[config.mk]
export PLATFORM = sky130hd
export DESIGN_NAME = main_mem_arbiter
export DESIGN_NICKNAME = d
export VERILOG_FILES = /design/src/rtl/mem_pkg.sv /design/src/rtl/rr_arbiter2.sv /design/src/rtl/main_mem_arbiter.sv
export SDC_FILE = /design/constraint.sdc
export NUM_CORES = 1
export LEC_CHECK = 0
export ABC_CLOCK_PERIOD_IN_PS = 4400
export BUFFER_PORTS_ARGS = -buffer_cell sky130_fd_sc_hd__buf_2
export CORE_AREA = 2 2 127 129
export CTS_CLUSTER_DIAMETER = 120
export DETAILED_ROUTE_END_ITERATION = 8
export DIE_AREA = 0 0 129 131
export HOLD_SLACK_MARGIN = 0.15
export MAX_ROUTING_LAYER = met4
export PLACE_DENSITY_LB_ADDON = 0.05
export RECOVER_POWER = 50
export SLEW_MARGIN = 20
export SYNTH_ARGS = -nofsm -noshare
export SYNTH_HDL_FRONTEND = slang
export SYNTH_SLANG_ARGS = --single-unit
[constraint.sdc]
create_clock -name clk -period 4.4 [get_ports clk]
set_input_delay 0 -clock clk [delete_from_list [all_inputs] [get_ports clk]]
set_output_delay 0 -clock clk [all_outputs]
set_load 0.05 [all_outputs]
[src/rtl/mem_pkg.sv]
// Shared definitions for the main-memory arbiter: FSM encoding, error fill value
// and access-size codes seen on the memory side.
package mem_pkg;

    typedef enum logic [1:0] {
        ST_IDLE   = 2'd0,
        ST_BUSY_I = 2'd1,
        ST_BUSY_D = 2'd2,
        ST_DONE   = 2'd3
    } arb_state_e;

    localparam logic [31:0] DEAD_VALUE = 32'hDEAD_BEEF;

    localparam logic [1:0] SIZE_BYTE = 2'd0;
    localparam logic [1:0] SIZE_HALF = 2'd1;
    localparam logic [1:0] SIZE_WORD = 2'd2;

endpackage

[src/rtl/rr_arbiter2.sv]
// Two-input round-robin arbiter; a tie goes to the requester not granted last.
module rr_arbiter2 (
    input  logic clk,
    input  logic reset,
    input  logic en,
    input  logic req_a,
    input  logic req_b,
    output logic gnt_a,
    output logic gnt_b
);

    logic last_b;

    assign gnt_a = en && req_a && (!req_b || last_b);
    assign gnt_b = en && req_b && (!req_a || !last_b);

    always_ff @(posedge clk) begin
        if (reset) begin
            last_b <= 1'b1;
        end else if (gnt_a) begin
            last_b <= 1'b0;
        end else if (gnt_b) begin
            last_b <= 1'b1;
        end
    end

endmodule

[src/rtl/main_mem_arbiter.sv]
// Arbitrates the I-refill and data ports onto main memory, one transfer at a time,
// with a read timeout that completes with an error and DEAD_VALUE.
module main_mem_arbiter
    import mem_pkg::*;
#(
    parameter int unsigned TIMEOUT_CYCLES = 64
) (
    input  logic        clk,
    input  logic        reset,

    input  logic        i_req,
    input  logic [31:0] i_addr,
    output logic [31:0] i_rdata,
    output logic        i_valid,
    output logic        i_err,

    input  logic        d_req,
    input  logic        d_we,
    input  logic [31:0] d_addr,
    input  logic [31:0] d_wdata,
    input  logic [1:0]  d_size,
    input  logic        d_sign,
    output logic [31:0] d_rdata,
    output logic        d_valid,
    output logic        d_err,

    output logic        mm_rden1,
    output logic        mm_rden2,
    output logic        mm_we2,
    output logic [13:0] mm_addr1,
    output logic [31:0] mm_addr2,
    output logic [31:0] mm_din2,
    output logic [1:0]  mm_size,
    output logic        mm_sign,
    output logic        mm_rst,
    input  logic [31:0] mm_dout1,
    input  logic [31:0] mm_dout2,
    input  logic        mm_valid1,
    input  logic        mm_valid2,

    output logic        gnt_i,
    output logic        gnt_d
);

    localparam int unsigned CNT_W = (TIMEOUT_CYCLES > 1) ? $clog2(TIMEOUT_CYCLES) : 1;
    localparam logic [CNT_W-1:0] CNT_LAST = CNT_W'(TIMEOUT_CYCLES - 1);

    arb_state_e       state;
    logic [CNT_W-1:0] wait_cnt;
    logic [31:0]      lat_addr;
    logic [31:0]      lat_wdata;
    logic [1:0]       lat_size;
    logic             lat_sign;
    logic             lat_we;
    logic             owner_d;
    logic             err_flag;

    logic arb_en;
    logic arb_i;
    logic arb_d;
    logic busy_i;
    logic busy_d;
    logic in_done;
    logic timeout_hit;

    assign arb_en = (state == ST_IDLE) && !reset;

    rr_arbiter2 u_rr (
        .clk   (clk),
        .reset (reset),
        .en    (arb_en),
        .req_a (i_req),
        .req_b (d_req),
        .gnt_a (arb_i),
        .gnt_b (arb_d)
    );

    // Outputs are gated by reset so an aborted transfer never pulses valid/err.
    assign busy_i      = (state == ST_BUSY_I) && !reset;
    assign busy_d      = (state == ST_BUSY_D) && !reset;
    assign in_done     = (state == ST_DONE) && !reset;
    assign timeout_hit = (wait_cnt == CNT_LAST);

    assign gnt_i    = busy_i;
    assign gnt_d    = busy_d;
    assign mm_rden1 = busy_i;
    assign mm_rden2 = busy_d && !lat_we;
    assign mm_we2   = busy_d && lat_we;
    assign mm_rst   = reset || (state == ST_DONE);

    assign mm_addr1 = lat_addr[15:2];
    assign mm_addr2 = lat_addr;
    assign mm_din2  = lat_wdata;
    assign mm_size  = lat_size;
    assign mm_sign  = lat_sign;

    assign i_valid = in_done && !owner_d && !err_flag;
    assign i_err   = in_done && !owner_d && err_flag;
    assign d_valid = in_done && owner_d && !err_flag;
    assign d_err   = in_done && owner_d && err_flag;

    always_ff @(posedge clk) begin
        if (reset) begin
            state     <= ST_IDLE;
            wait_cnt  <= '0;
            lat_addr  <= '0;
            lat_wdata <= '0;
            lat_size  <= '0;
            lat_sign  <= 1'b0;
            lat_we    <= 1'b0;
            owner_d   <= 1'b0;
            err_flag  <= 1'b0;
            i_rdata   <= '0;
            d_rdata   <= '0;
        end else begin
            case (state)
                ST_IDLE: begin
                    if (arb_i) begin
                        state     <= ST_BUSY_I;
                        owner_d   <= 1'b0;
                        err_flag  <= 1'b0;
                        wait_cnt  <= '0;
                        lat_addr  <= i_addr;
                        lat_wdata <= '0;
                        lat_size  <= SIZE_WORD;
                        lat_sign  <= 1'b0;
                        lat_we    <= 1'b0;
                    end else if (arb_d) begin
                        state     <= ST_BUSY_D;
                        owner_d   <= 1'b1;
                        err_flag  <= 1'b0;
                        wait_cnt  <= '0;
                        lat_addr  <= d_addr;
                        lat_wdata <= d_wdata;
                        lat_size  <= d_size;
                        lat_sign  <= d_sign;
                        lat_we    <= d_we;
                    end
                end
                ST_BUSY_I: begin
                    if (mm_valid1) begin
                        i_rdata <= mm_dout1;
                        state   <= ST_DONE;
                    end else if (timeout_hit) begin
                        i_rdata  <= DEAD_VALUE;
                        err_flag <= 1'b1;
                        state    <= ST_DONE;
                    end else begin
                        wait_cnt <= wait_cnt + 1'b1;
                    end
                end
                ST_BUSY_D: begin
                    if (lat_we) begin
                        state <= ST_DONE;
                    end else if (mm_valid2) begin
                        d_rdata <= mm_dout2;
                        state   <= ST_DONE;
                    end else if (timeout_hit) begin
                        d_rdata  <= DEAD_VALUE;
                        err_flag <= 1'b1;
                        state    <= ST_DONE;
                    end else begin
                        wait_cnt <= wait_cnt + 1'b1;
                    end
                end
                ST_DONE: begin
                    state <= ST_IDLE;
                end
                default: begin
                    state <= ST_IDLE;
                end
            endcase
        end
    end

endmodule

# Yosys cells after proc, flatten, opt, wreduce, memory -nomap -nowiden
# Cells that the tools add are included.
# W data, S select, Z words.
# word_totals
mem_bits_ro	0
output_inout_bits	155
register_bits	143
ram_bits	0
latch_bits	0
n_memories	0
# op_classes
mux	36
n_addsub	1
n_reduce_logical	35
n_mul	0
eq_ne	8
bitwise_logic	1
magnitude_cmp	0
shifts	0
div_mod_pow	0
# ops
op	count
$mux W32	7
$mux W6	6
$pmux W6 S3	1
$logic_and A1 B1 Y1	16
$mux W2	8
$mux W1	12
$pmux W2 S4	1
$logic_not A1 Y1	7
$add A6 B1 Y6 const B	1
$eq A6 B6 Y1 const B	1
$ne A2 B2 Y1 const B	3
$reduce_bool A2 Y1	3
$reduce_and A5 Y1	1
$eq A2 B2 Y1 const B	2
$reduce_and A2 Y1	2
$logic_or A1 B1 Y1	3
$ne A3 B3 Y1 const B	1
$pmux W1 S3	1
$reduce_and A3 Y1	1
$reduce_bool A3 Y1	1
$eq A2 B1 Y1 const B	1
$logic_not A2 Y1	1
$not A1 Y1	1

# Logic depth before layout (Yosys ltp)
# depth
depth_word	7
mapped_depth	8

# Modules after synthesis
# A second synthesis with hierarchy kept.
# unflattened
hier_cells	685
hier_area_um2	5939.4
# modules_own_cells
mod	area_each_um2	instances	cells_each
main_mem_arbiter	5880.6	1	677
rr_arbiter2	58.8	1	8

# Least setup slack after synthesis
# Ideal clock, no wire load.
# synth_path
kind	register to output
start	register state[0]
end	output mm_rden2
path_stages_with_launch	5
arrival_time_ns	2.207
path_buffers	0
slack_ns	2.193
path_cell_list	dfxtp_1 -> inv_1 -> ha_1 -> nor2b_1 -> nor2b_1
# synth_between
elab_chain_len	3
# synth_rtl
element	line_no	rtl
start, declared	main_mem_arbiter.sv:48	arb_state_e state;
start signal, assigned	main_mem_arbiter.sv:104	state <= ST_IDLE;
start signal, assigned	main_mem_arbiter.sv:119	state <= ST_BUSY_I;
start signal, assigned	main_mem_arbiter.sv:129	state <= ST_BUSY_D;
$eq A2 B2 Y1	main_mem_arbiter.sv:80	assign busy_d = (state == ST_BUSY_D) && !reset;
$logic_and A1 B1 Y1	main_mem_arbiter.sv:80	
named net gnt_d	main_mem_arbiter.sv:42	output logic gnt_d
$logic_and A1 B1 Y1	main_mem_arbiter.sv:87	assign mm_rden2 = busy_d && !lat_we;
end, declared	main_mem_arbiter.sv:28	output logic mm_rden2,
# The timed path passes the listed nets, and every way through them passes these cells.

# Final worst setup path
# layout_path
start	register state[0]
end	register lat_addr[26], in the netlist mm_addr2[26]
# layout_between
elab_chain_len	6
elab_cells_between_ends	9
classes_between	mux (1); reduce/logical (8)
# layout_rtl
element	line_no	rtl
$logic_not A2 Y1 *	main_mem_arbiter.sv:66, main_mem_arbiter.sv:116	
$logic_and A1 B1 Y1	main_mem_arbiter.sv:66	assign arb_en = (state == ST_IDLE) && !reset;
$logic_and A1 B1 Y1 (on tied branches) (2 in series)	rr_arbiter2.sv:14, rr_arbiter2.sv:15	
$reduce_bool A2 Y1 (no line)	-	
$reduce_and A2 Y1 (no line)	-	
end signal, assigned	main_mem_arbiter.sv:123	lat_addr <= i_addr;
end signal, assigned	main_mem_arbiter.sv:133	lat_addr <= d_addr;
end, declared	main_mem_arbiter.sv:50	logic [31:0] lat_addr;
# Mark *: on every way between the ends. The rest lies on a longest branch, timed or not.
# A chain may end at the register's enable or synchronous reset.

==> impl_results.md <==
- Count of state elements after synthesis: between 100 and 150
- WL per Instance: approximately 16 µm
- Worst skew pair latency: ~420 ps
- Worst reg-to-reg setup slack: between 1000 and 1500 ps
- Net load switching power: 2.08 mW
- Initial DRC count: approximately 340
- Largest fanout on the critical path: 34
- RSZ-0062 raised after global routing: no
- Largest area contributor in the synthesized netlist: dfxtp_1
- Leading cell type in the layout, fill and taps excluded: dlygate4sd3_1
- Effective utilization at floorplan: between 30% and 40%
- Fraction of power spent switching nets: between 40% and 50%
- CP Data Arrival Time: 3340 ps
- Slew @ Worst Pin: around 960 ps
- Growth of design area from synthesis to finish: 67.3%
- Post-synthesis sequential area ratio: 50.3%
- HP Class: primary input to flip-flop
- CTS tree: done
- Initial antenna violation count: 0
- Fmax: between 300 and 400 MHz
- Sequential power share: between 30% and 40%
- R2R cell count: 9
- Half-perimeter wire length of the detailed placement result: between 10000 and 15000 µm
- Final setup TNS: 0 ps
- Number of core rows: 46
- Maximum number of pins on one net before global-route repair: between 80 and 90
- Worst setup startpoint: state[0]$_SDFFE_PP0P_
- Remaining global-route overflow: 0
- # H-tree levels: 4
- CTS max path bufs: 2
- Boundary Pins: 325
- Maximum ir drop on the vdd rail: slightly below 0.3 mV
- Total met2 wirelength after detailed routing: around 10000 µm
- End point of the critical path: mm_addr2[26]$_SDFFE_PP0P_
- Width of the die: 129 µm
- Root buffer cell: clkbuf_16
- Endpoint class of the critical path: flip-flop
- Fraction of registers with async set or reset after synthesis: 0%
- Sink count of the clock tree: about 140
- Total GRT Usage: around a quarter
- Final routed wirelength across all metal layers: ~20000 µm
- MaxCap Viol Count: 0
- Most frequent cells in the layout: dlygate4sd3_1, buf_2, clkbuf_1, dfxtp_1, o221a_2
- Count of unique library cells instantiated by Yosys: 46
- Power after layout: approximately 5 mW
- Proportion of power drawn by the clock network: 29.3%
- Share of power burned in combinational logic: 38.5%
- Fin crit period: around 3000 ps
- Post-CTS sizing: 0
- Required time reported for the critical path endpoint: approximately 4700 ps
- Dominant synthesized flop cell: dfxtp_1
- Relative slew slack: approximately 36%
- Final setup skew: between 8 and 9 ps
- Internal power summed over all cells: about 3 mW
- I/O Buffers: roughly 320
- Num CTS Buffers: 17
- Wire length of the first global-routing pass: 30500 µm
- Critical Path Most Common Cell: buf_4
- Antenna Nets Post-Route: 0
- Ant diodes: 0
- Critical path type: flip-flop to flip-flop
- Static leakage: between 3 and 4 nW
- Leading post-synthesis cells by cell area: dfxtp_1, o221a_2, a22oi_1, o22ai_1, nand2_1
- Yosys synthesis warning count: 0
- Die outline area: about 0.017 mm²
- Vias in the first global route: about 6.3k
- Number of filler cells placed in the layout: roughly 1.4k
- Nets: about 1.2k
- Syn Nets: around 760
- Critical path's largest stage delay: a little under 600 ps
- Post-synth top area share: between 50% and 60%
- Fin. Hold Viols: 0
- Routed met3 length: 1240 µm
- Power per cell area: ~540 mW/mm²
- Netlist area before placement: ~0.0057 mm²
- DRC: 0
- Number of pins exceeding their max-slew limit in the final report: 0
- Pre-antenna DRT Iters: 4
- Result of the run: complete, no violations
- Final hold slack: between 200 and 250 ps
- Number of setup violations in the final report: 0
- CP Cell Sequence: inv_1 > ha_1 > nand2b_1 > buf_4 > nor2_4 > buf_4 > o22ai_1 > dlygate4sd3_1 > a21oi_1
- Core Area: around 0.016 mm²
- Reg2reg end: mm_addr2[26]$_SDFFE_PP0P_
- EDFF count, synth: 0
- HP Start: i_req
- Fraction of final layout cells with drive strength greater than 1: a little over a quarter
- Crit path max-delay cell type: dlygate4sd3_1
- Total vias in the final route: 6369
- Clk pin slew, worst setup/hold paths: 60 ps
- R2R Path Start: state[0]$_SDFFE_PP0P_
- Vias per cell: about 5
- Metal1 wirelength: about 7900 µm
- Period Utilization, post-route: between 60% and 70%
- Average cell area after synthesis: approximately 9.7 µm²
- Final weighted congestion in routability-driven placement: ~0.82
- Die Ht: around 130 µm
- Cell count after synthesis: about 590
- CP Launch Type: flip-flop
- Highest layer used for signal routing: met4
-- cell usage after synthesis (2+ instances only) --
cell,number
nor2_2,2
buf_2,17
buf_4,15
o21ai_0,27
nor2b_1,5
nor3b_1,19
buf_6,5
inv_1,14
buf_1,4
ha_1,6
and2_1,2
nor3_1,4
a31oi_1,2
o32ai_1,8
nand2_1,46
clkbuf_1,27
nor2_1,42
a211oi_2,3
or2_2,2
a21oi_1,34
a22oi_1,35
or2_1,2
dfxtp_1,143
nand2b_1,2
and3_1,4
o221a_2,48
nand3_1,16
o22ai_1,33
-- layer usage --
layer	track usage, %	vias to the layer above
li1	-	3085
met1	25.5	2968
met2	40.3	263
met3	6.19	53
met4	9.97	0
met5	-	-
-- critical path, delay by kind of cell (launching register included) --
family,cells,cell delay [ps]
AO/OA/AOI/OAI,2,290
adder cells (fa/ha/maj),1,340
buffers and inverters,4,1380
flip-flops,1,340
AND/OR/NAND/NOR,2,560
-- through the flow --
step / instances / area, µm² / util (%) / setup slack (ps)
2_1_floorplan: 585 / 5690 / - / 2190
3_3_place_gp: 1064 / 7270 / 46.6 / 1700
3_5_place_dp: 1064 / 7270 / 46.6 / 1560
4_1_cts: 1278 / 9700 / 62.2 / 1370
5_1_grt: 1278 / 9520 / 61.0 / 1150
6_report: 1278 / 9520 / 61.0 / 1390
-- worst min path at each step --
stage / to / slack, ps / depth (start not counted)
CTS: state[1]$_SDFFE_PP0P_ / 190 / 5
global placement: mm_din2[27]$_SDFFE_PP0P_ / 230 / 3
floorplan: d_rdata[14]$_SDFFE_PP0P_ / 140 / 2
global route: state[1]$_SDFFE_PP0P_ / 220 / 5
finish: state[1]$_SDFFE_PP0P_ / 200 / 5
detailed placement: mm_din2[18]$_SDFFE_PP0P_ / 250 / 3
-- sequential cells by signal (all words and copies together), names as in the netlist --
signal,flops
mm_sign,1
mm_addr2,32
state,2
owner_d,1
err_flag,1
mm_din2,32
lat_we,1
d_rdata,32
mm_size,2
i_rdata,32
u_rr.last_b,1
wait_cnt,6
-- area by class of cell --
type / count / area (µm²) / share of cell area, %
inverter: 14 / 52.6 / 0.552
tap: 216 / 270 / 2.84
multi-input combinational: 360 / 2410 / 25.4
clock buffer: 21 / 440 / 4.63
clock inverter: 11 / 165 / 1.74
timing repair buffer: 513 / 3310 / 34.8
sequential: 143 / 2860 / 30.1
-- cell families (layout without fill, tap and decap cells) --
| logic type | Yosys count | count (layout) | synth area share (%) |
|---|---|---|---|
| and+or+nand+nor | 150 | 150 | 12.7 |
| AOI/OAI and AO/OA | 204 | 204 | 28.2 |
| adders and majority gates | 6 | 6 | 1.32 |
| buffers and inverters | 82 | 559 | 7.43 |
| DFF | 143 | 143 | 50.3 |
-- timing repair --
action                    4_1_cts  5_1_grt
setup buffers                   0        0
hold buffers                  182        0
hold endpoints to repair      133        0
-- power by group through the flow --
| stage | clock (mW) | combinational (mW) | sequential (mW) |
|---|---|---|---|
| floorplan | 0 | 0.773 | 2.34 |
| global placement | 0 | 1.82 | 1.65 |
| CTS | 1.52 | 2.02 | 1.63 |
| global route | 1.59 | 2.08 | 1.67 |
| finish | 1.49 | 1.96 | 1.64 |
| detailed placement | 0 | 1.84 | 1.66 |
No activity file was read; power rests on OpenSTA's default activity.
